### src/rtl/arbiter_sched.sv
// Packet-level arbiter for NUM_PORTS write ports: strict priority, weighted or plain
// round robin, holding each grant until eop from the granted port or a watchdog release.
module arbiter_sched #(
    parameter int NUM_PORTS = 16,
    parameter int PRIO_W    = 3,
    parameter int SEL_W     = $clog2(NUM_PORTS),
    parameter int MAX_PKT   = 1024
) (
    input  logic                        clk,
    input  logic                        rst,
    input  logic [1:0]                  mode,
    input  logic [NUM_PORTS-1:0]        sop,
    input  logic [NUM_PORTS-1:0]        eop,
    input  logic [NUM_PORTS*PRIO_W-1:0] priority_in,
    output logic [SEL_W-1:0]            select,
    output logic [NUM_PORTS-1:0]        grant,
    output logic                        transfering,
    output logic                        timeout
);

    localparam int CRED_W = PRIO_W + 1;
    localparam int WD_W   = (MAX_PKT > 1) ? $clog2(MAX_PKT) : 1;
    localparam logic [WD_W-1:0] WD_LAST = WD_W'((MAX_PKT > 0) ? MAX_PKT - 1 : 0);

    typedef enum logic {IDLE, XFER} state_t;

    state_t                 state_q, state_d;
    logic [SEL_W-1:0]       select_q, select_d;
    logic [NUM_PORTS-1:0]   grant_q, grant_d;
    logic                   xfer_q, xfer_d;
    logic                   timeout_q, timeout_d;
    logic [SEL_W-1:0]       rr_ptr_q, rr_ptr_d;
    logic [CRED_W-1:0]      credit_q [NUM_PORTS];
    logic [CRED_W-1:0]      credit_d [NUM_PORTS];
    logic [WD_W-1:0]        wd_cnt_q, wd_cnt_d;

    logic [PRIO_W-1:0]      prio [NUM_PORTS];
    logic [PRIO_W-1:0]      max_prio;
    logic [NUM_PORTS-1:0]   sp_req, wrr_has_cred, wrr_req;
    logic                   wrr_reload;
    logic [CRED_W-1:0]      cred_eff [NUM_PORTS];
    logic [SEL_W-1:0]       winner;
    logic [CRED_W-1:0]      win_left;
    logic                   wd_fire;
    logic                   eop_sel;

    // First set bit of req at or after ptr, wrapping from NUM_PORTS-1 to 0.
    function automatic logic [SEL_W-1:0] rr_pick(input logic [NUM_PORTS-1:0] req,
                                                 input logic [SEL_W-1:0]     ptr);
        logic             found;
        logic [SEL_W-1:0] cand;
        rr_pick = ptr;
        found   = 1'b0;
        for (int i = 0; i < NUM_PORTS; i++) begin
            cand = SEL_W'((int'(ptr) + i) % NUM_PORTS);
            if (!found && req[cand]) begin
                found   = 1'b1;
                rr_pick = cand;
            end
        end
    endfunction

    function automatic logic [SEL_W-1:0] next_port(input logic [SEL_W-1:0] p);
        next_port = (int'(p) == NUM_PORTS - 1) ? '0 : p + 1'b1;
    endfunction

    always_comb begin
        max_prio = '0;
        for (int i = 0; i < NUM_PORTS; i++) begin
            prio[i] = priority_in[i*PRIO_W +: PRIO_W];
            if (sop[i] && prio[i] > max_prio) max_prio = prio[i];
        end
        for (int i = 0; i < NUM_PORTS; i++) begin
            sp_req[i]       = sop[i] && (prio[i] == max_prio);
            wrr_has_cred[i] = sop[i] && (credit_q[i] != '0);
        end
        // An exhausted WRR round reloads and arbitrates on the fresh credits in the same cycle.
        wrr_reload = (sop != '0) && (wrr_has_cred == '0);
        for (int i = 0; i < NUM_PORTS; i++) begin
            cred_eff[i] = wrr_reload ? ({1'b0, prio[i]} + CRED_W'(1)) : credit_q[i];
        end
        wrr_req = wrr_reload ? sop : wrr_has_cred;
        case (mode)
            2'b00:   winner = rr_pick(sp_req, rr_ptr_q);
            2'b01:   winner = rr_pick(wrr_req, rr_ptr_q);
            default: winner = rr_pick(sop, rr_ptr_q);
        endcase
        win_left = cred_eff[winner] - CRED_W'(1);
        wd_fire  = (MAX_PKT > 0) && (wd_cnt_q == WD_LAST);
        eop_sel  = eop[select_q];
    end

    always_comb begin
        state_d   = state_q;
        select_d  = select_q;
        grant_d   = grant_q;
        xfer_d    = xfer_q;
        timeout_d = 1'b0;
        rr_ptr_d  = rr_ptr_q;
        credit_d  = credit_q;
        wd_cnt_d  = wd_cnt_q;
        case (state_q)
            IDLE: begin
                if (sop != '0) begin
                    state_d  = XFER;
                    select_d = winner;
                    grant_d  = NUM_PORTS'(1) << winner;
                    xfer_d   = 1'b1;
                    wd_cnt_d = '0;
                    if (mode == 2'b01) begin
                        credit_d         = cred_eff;
                        credit_d[winner] = win_left;
                        rr_ptr_d         = (win_left != '0) ? winner : next_port(winner);
                    end else begin
                        rr_ptr_d = next_port(winner);
                    end
                end
            end
            XFER: begin
                if (eop_sel || wd_fire) begin
                    state_d   = IDLE;
                    grant_d   = '0;
                    xfer_d    = 1'b0;
                    timeout_d = !eop_sel;
                end else if (MAX_PKT > 0) begin
                    wd_cnt_d = wd_cnt_q + 1'b1;
                end
            end
            default: state_d = IDLE;
        endcase
    end

    always_ff @(posedge clk or negedge rst) begin
        if (!rst) begin
            state_q   <= IDLE;
            select_q  <= '0;
            grant_q   <= '0;
            xfer_q    <= 1'b0;
            timeout_q <= 1'b0;
            rr_ptr_q  <= '0;
            credit_q  <= '{default: '0};
            wd_cnt_q  <= '0;
        end else begin
            state_q   <= state_d;
            select_q  <= select_d;
            grant_q   <= grant_d;
            xfer_q    <= xfer_d;
            timeout_q <= timeout_d;
            rr_ptr_q  <= rr_ptr_d;
            credit_q  <= credit_d;
            wd_cnt_q  <= wd_cnt_d;
        end
    end

    assign select      = select_q;
    assign grant       = grant_q;
    assign transfering = xfer_q;
    assign timeout     = timeout_q;

endmodule

### config.mk
export PLATFORM = sky130hd
export DESIGN_NAME = arbiter_sched
export DESIGN_NICKNAME = d
export VERILOG_FILES = /design/src/rtl/arbiter_sched.sv
export SDC_FILE = /design/constraint.sdc
export NUM_CORES = 1
export LEC_CHECK = 0
export ABC_AREA = 0
export CAP_MARGIN = 20
export CORE_MARGIN = 1
export CORE_UTILIZATION = 50
export DETAILED_ROUTE_END_ITERATION = 10
export PLACE_DENSITY_LB_ADDON = 0.05
export SKIP_CTS_REPAIR_TIMING = 1
export SLEW_MARGIN = 20
export SYNTH_ARGS = -nofsm -noshare
export SYNTH_HDL_FRONTEND = slang
export SYNTH_SLANG_ARGS = --single-unit
### constraint.sdc
create_clock -name clk -period 13.4 [get_ports clk]
set_clock_uncertainty 0.1 [all_clocks]
set_input_delay 1.34 -clock clk [delete_from_list [all_inputs] [get_ports clk]]
set_output_delay 1.34 -clock clk [all_outputs]
set_load 0.02 [all_outputs]
* After elaboration in Yosys (flattened, before gate mapping)
Cells that the tools add are included. W data, S select, Z words.
Cells by class: equality and inequality tests 22, muxes and demuxes 290, bitwise gates (word level) 2, shift-type cells 1, magnitude comparators 35, reduce and logical (&&, ||, !) cells 167, add/subtract/negate cells 34
Operator list (number):
- $mux W4 | 67
- $bmux W1 S4 | 49
- $mux W1 | 145
- $logic_and A1 B1 Y1 | 95
- $lt A4 B5 Y1 const B | 17
- $reduce_bool A4 Y1 | 17
- $add A3 B1 Y4 const B | 16
- $bwmux W64 | 1
- $eq A3 B3 Y1 | 16
- $mux W16 | 3
- $mux W3 | 16
- $logic_not A1 Y1 | 46
- $gt A3 B3 Y1 | 15
- $add A4 B4 Y4 const B | 8
- $pmux W16 S2 | 1
- $mux W10 | 2
- $pmux W10 S2 | 1
- $add A4 B3 Y4 const B | 4
- $bmux W4 S4 | 1
- $demux W4 S4 | 1
- $logic_not A16 Y1 | 1
- $reduce_bool A16 Y1 | 1
- $shl A1 B4 Y16 const A | 1
- $add A10 B1 Y10 const B | 1
- 20 further kinds | 26
Word-level totals: register bits after elaboration 101, output and inout port bits 22, word-level logic and storage cells 574, bits of input ports 84

* Longest topological paths before layout
depth after elaboration 122, depth in mapped cells 135

* Worst setup path before layout
OpenSTA, ideal clock, no wires.
path kind input -> register, start input priority_in[0], end register rr_ptr_q[1], stages 130, buffers on the path 8, required time 13.161 ns, slack -10.987 ns, arrival 24.148 ns, cells stage by stage clkbuf_1 -> inv_1 -> ha_1 -> nand2b_1 -> nand3_1 -> ha_1 -> nor2b_4 -> o31a_4 -> nand2_1 -> mux2i_1 -> inv_1 -> ha_1 -> nor2_1 -> nor2_1 -> o31a_1 -> o211a_1 -> a311oi_2 -> ha_1 -> [94 not listed] -> nand3b_1 -> buf_2 -> a41oi_2 -> xnor2_1 -> buf_2 -> buf_4 -> nand2_1 -> a311o_1 -> a32oi_1 -> nand2_1 -> clkbuf_1 -> ha_1 -> xnor2_1 -> nand2_1 -> o21ai_4 -> mux2_1 -> nand2_1 -> o21ai_1
On the way: word-level cells in the longest chain between the ends 122, elaborated cells on any way between the ends 201
RTL lines:
- start: declaration | line 14 | input logic [NUM_PORTS*PRIO_W-1:0] priority_in,
- $gt A3 B1 Y1 | line 71 | if (sop[i] && prio[i] > max_prio) max_prio = prio[i];
- $logic_and A1 B1 Y1 | line 71
- $mux W3 | line 71
- $gt A3 B3 Y1 | line 71
- $logic_and A1 B1 Y1 | line 71
- $mux W3 | line 71
- $gt A3 B3 Y1 | line 71
- $logic_and A1 B1 Y1 | line 71
- [105 not listed]
- $pmux W4 S2 | line 83 | case (mode)
- $not A4 Y5 (not written as such) | line 88 | win_left = cred_eff[winner] - CRED_W'(1);
- $bmux W4 S4 | line 88
- $mux W4 (not written as such) (2 in a row) | line 88
- $sub A4 B1 Y4 | line 88
- $reduce_bool A4 Y1 | line 113 | rr_ptr_d = (win_left != '0) ? winner : next_port(winner);
- $mux W4 | line 113
- $mux W4 * | line 110 | if (mode == 2'b01) begin
- end signal: assignment | line 149 | rr_ptr_q <= rr_ptr_d;
- end: declaration | line 32 | logic [SEL_W-1:0] rr_ptr_q, rr_ptr_d;
Mark *: on every way between the ends. The rest lies on a longest branch, timed or not. The select of a mux whose other input is x is not followed. A chain may end at the register's enable or synchronous reset.

* Final worst setup path
start input priority_in[0], end register rr_ptr_q[0]
Same word-level chain as after synthesis.

==> results by group <==
Floorplan
  – Rows: 67
  – Vert. Die Dim: roughly 190 um
  – Initial cell density of the core: 0.511
  – Die X: approximately 190 um
  – Io pins: ~110
  – Die area: about 0.035 sq mm
  – Core area: between 0.03 and 0.04 sq mm

Place
  – I/O Buffers: roughly 110
  – Final HPWL DP: around 60000 um
  – Dpl ws: -10.92 ns
  – Placer Congestion: 1.04
  – Placed cells: ~3100

Logic synthesis
  – Ys async rst share: 1.00
  – Synthesized cell area: 0.0172 sq mm
  – Mapped Cells: around 2300
  – Post-synth EDFFs: 0
  – Unique masters post-synth: 124
  – Synth Area per Inst: approximately 7.4 sq um
  – Synth area leader: dfrtp_1
  – Top cells by area, synth: dfrtp_1 (15%), mux4_2 (7.8%), mux2i_1 (6.7%)
  – Synthesized net count: 2475
  – FF+latch count, synth: 101
  – Main synth FF type: dfrtp_1
  – Post-synthesis sequential area ratio: 0.147
  – Top cells by count, synth: nand2_1 (302), nor2_1 (197), o21ai_0 (193)
  – Total number of yosys warnings: 0
  – Yosys top cell area share: 0.147
  – Count leader, synth: nand2_1

Detailed routing
  – Iteration count of the initial detailed-routing pass: 8
  – Overall routed net length: between 70000 and 80000 um
  – WL met2: around 35000 um
  – DRT iter0 DRCs: 2429
  – Routed wl met3: approximately 9000 um
  – Wl on met1: between 20000 and 30000 um
  – Vias post-DR: roughly 22000
  – DR vias/cell: about 6.8
  – DR top layer: met4
  – DRC Markers: 0
  – Antenna-violating nets left: 0
  – Wire per inst: 24.6 um

Cells and area
  – # fillers: roughly 2800
  – Register area: roughly 0.0025 sq mm
  – Share of layout cells above drive strength 1: 0.324
  – Non-Filler Instances: 3213
  – Area Growth Syn to Fin: 39.3%
  – Post-Route Utilization: 0.712
  – Area of the multi-input gates: between 0.015 and 0.02 sq mm
  – Nets: roughly 2900

STA
  – Hold Fails Final Rpt: 0
  – Fmax: about 43 MHz
  – Slew Limit Headroom: 0.259
  – Worst-Margin Slew: 1.11 ns
  – Min cycle time layout: ~23 ns
  – Setup WS post-layout: -9.86 ns
  – Tcrit/Tclk final: 1.74
  – Slew Limit Fails: 0
  – Endpoints failing setup: between 80 and 90
  – RSZ-0062 raised after global routing: true

Worst setup path
  – CP Capture Type: flop
  – Critical Path Source Type: input pin
  – Worst path arrival time: between 20 and 25 ns
  – WS Path Type: in -> reg
  – CP peak stage delay: approximately 0.53 ns
  – Slowest CP cell: mux4_2
  – Most frequent cell on the critical path: ha_4
  – Max FO, Critical Path: 7
  – Critical Path RT: roughly 14 ns

Global route
  – Vias in the first global route: between 20000 and 25000
  – Largest net degree at the start of global routing: 91
  – Initial antenna violation count: 1
  – Global-route wire length before repair: around 120000 um
  – GR Overflow Total: 0
  – GRT Total Usage: 0.429

Clock tree
  – CTS H-tree lvls: 3
  – Root Buffer Master: clkbuf_16
  – Num CTS Buffers: 9
  – CTS max path bufs: 2
  – Clock transition at the registers of the reported paths: around 0.080 ns
  – Clock Latency Late Sink: approximately 0.36 ns
  – CTS tree: built
  – CTS sink cnt: between 100 and 150

Status
  – Status: complete, but fails checks
  – Failing checks: negative setup slack

Hold path
  – HP Class: reg -> reg

Flow run
  – Max cap viols: 0
[sequential cells by signal, summed over array words and instances (netlist names)]
register / cells
rr_ptr_q: 4
transfering: 1
credit_q: 64
grant: 16
timeout: 1
select: 4
state_q: 1
wd_cnt_q: 10
[metal layers]
layer  vias up  GRT usage
met5         -          0
li1       9683          -
met4         0      0.262
met3       384     0.0824
met1     10303      0.547
met2      1453      0.669
[worst max-delay path: cells and delay by family]
kind                     cells  cell delay, ns
adder cells (fa/ha/maj)     19            4.67
multiplexers                 7            2.16
AND/OR/NAND/NOR             45            5.55
XOR/XNOR                     2            0.30
buffers and inverters       17            2.14
AO/OA/AOI/OAI               40            7.15
[through the flow]
stage / TNS (ns) / hold WS [ns] / cell area (sq um)
after global placement: -857.95 / 0.364 / 22100
after global routing: -911.68 / 0.413 / 24000
final: -821.15 / 0.391 / 24000
after CTS: -891.41 / 0.395 / 22400
after floorplan: -781.13 / 0.363 / 17800
after detailed placement: -917.00 / 0.375 / 22100
[cells by family (layout without fill, tap and decap cells)]
group | after synthesis | count (layout) | synth area share
xor+xnor | 57 | 57 | 0.0301
other cells | 0 | 1 | 0
flops | 101 | 101 | 0.147
buf+inv | 266 | 693 | 0.0600
fa+ha+maj | 57 | 57 | 0.0409
simple gates | 906 | 906 | 0.259
compound gates | 754 | 754 | 0.304
mux | 196 | 196 | 0.160
[layout by cell type, fill, tap and decap left out, types with 22 or more instances in the layout]
cell type        Yosys  routed
and2_1              34      24
nor2_1             197     173
nand2_1            302     280
dfrtp_1            101      99
nand4_1             23      23
nand3_1             97      88
buf_4                3     445
and3_1              39      32
o211ai_1            27      27
o31ai_1             27      24
a21oi_1            150     133
ha_1                54      33
mux2i_1            115     105
buf_6                1      28
inv_1               73      60
o21ai_0            193     152
a22oi_1             37      31
o21ai_1             11      33
nor3_1              47      44
mux4_2              60      60
clkdlybuf4s50_1      0      97
xnor2_1             38      35
nand2b_1            31      24
a31oi_1             24      22
[layout make-up]
cell class,instances,area share
sequential,101,0.105
tap,448,0.0234
clock buffer,9,0.00938
antenna,1,0.000104
multi-input combinational,1970,0.631
timing repair buffer,598,0.214
clock inverter,7,0.00381
inverter,79,0.0131
[worst paths after layout]
path / slack, ns / depth (start not counted) / to / startpoint
min in group asynchronous: 0.84 / 1 / grant[9]$_DFFE_PN0P_ / rst
worst max-delay path: -9.86 / 130 / rr_ptr_q[0]$_DFFE_PN0P_ / priority_in[0]
worst max register to register: 2.89 / 34 / rr_ptr_q[0]$_DFFE_PN0P_ / credit_q[44]$_DFFE_PN0P_
worst min-delay path: 0.39 / 2 / grant[6]$_DFFE_PN0P_ / grant[6]$_DFFE_PN0P_
max in group asynchronous: 11.08 / 2 / rr_ptr_q[0]$_DFFE_PN0P_ / rst
worst min register to register: 0.39 / 2 / grant[6]$_DFFE_PN0P_ / grant[6]$_DFFE_PN0P_
Power is left out: the tool's default activity adds up to more than one toggle a clock period on the data nets, which glitch-free logic cannot reach.
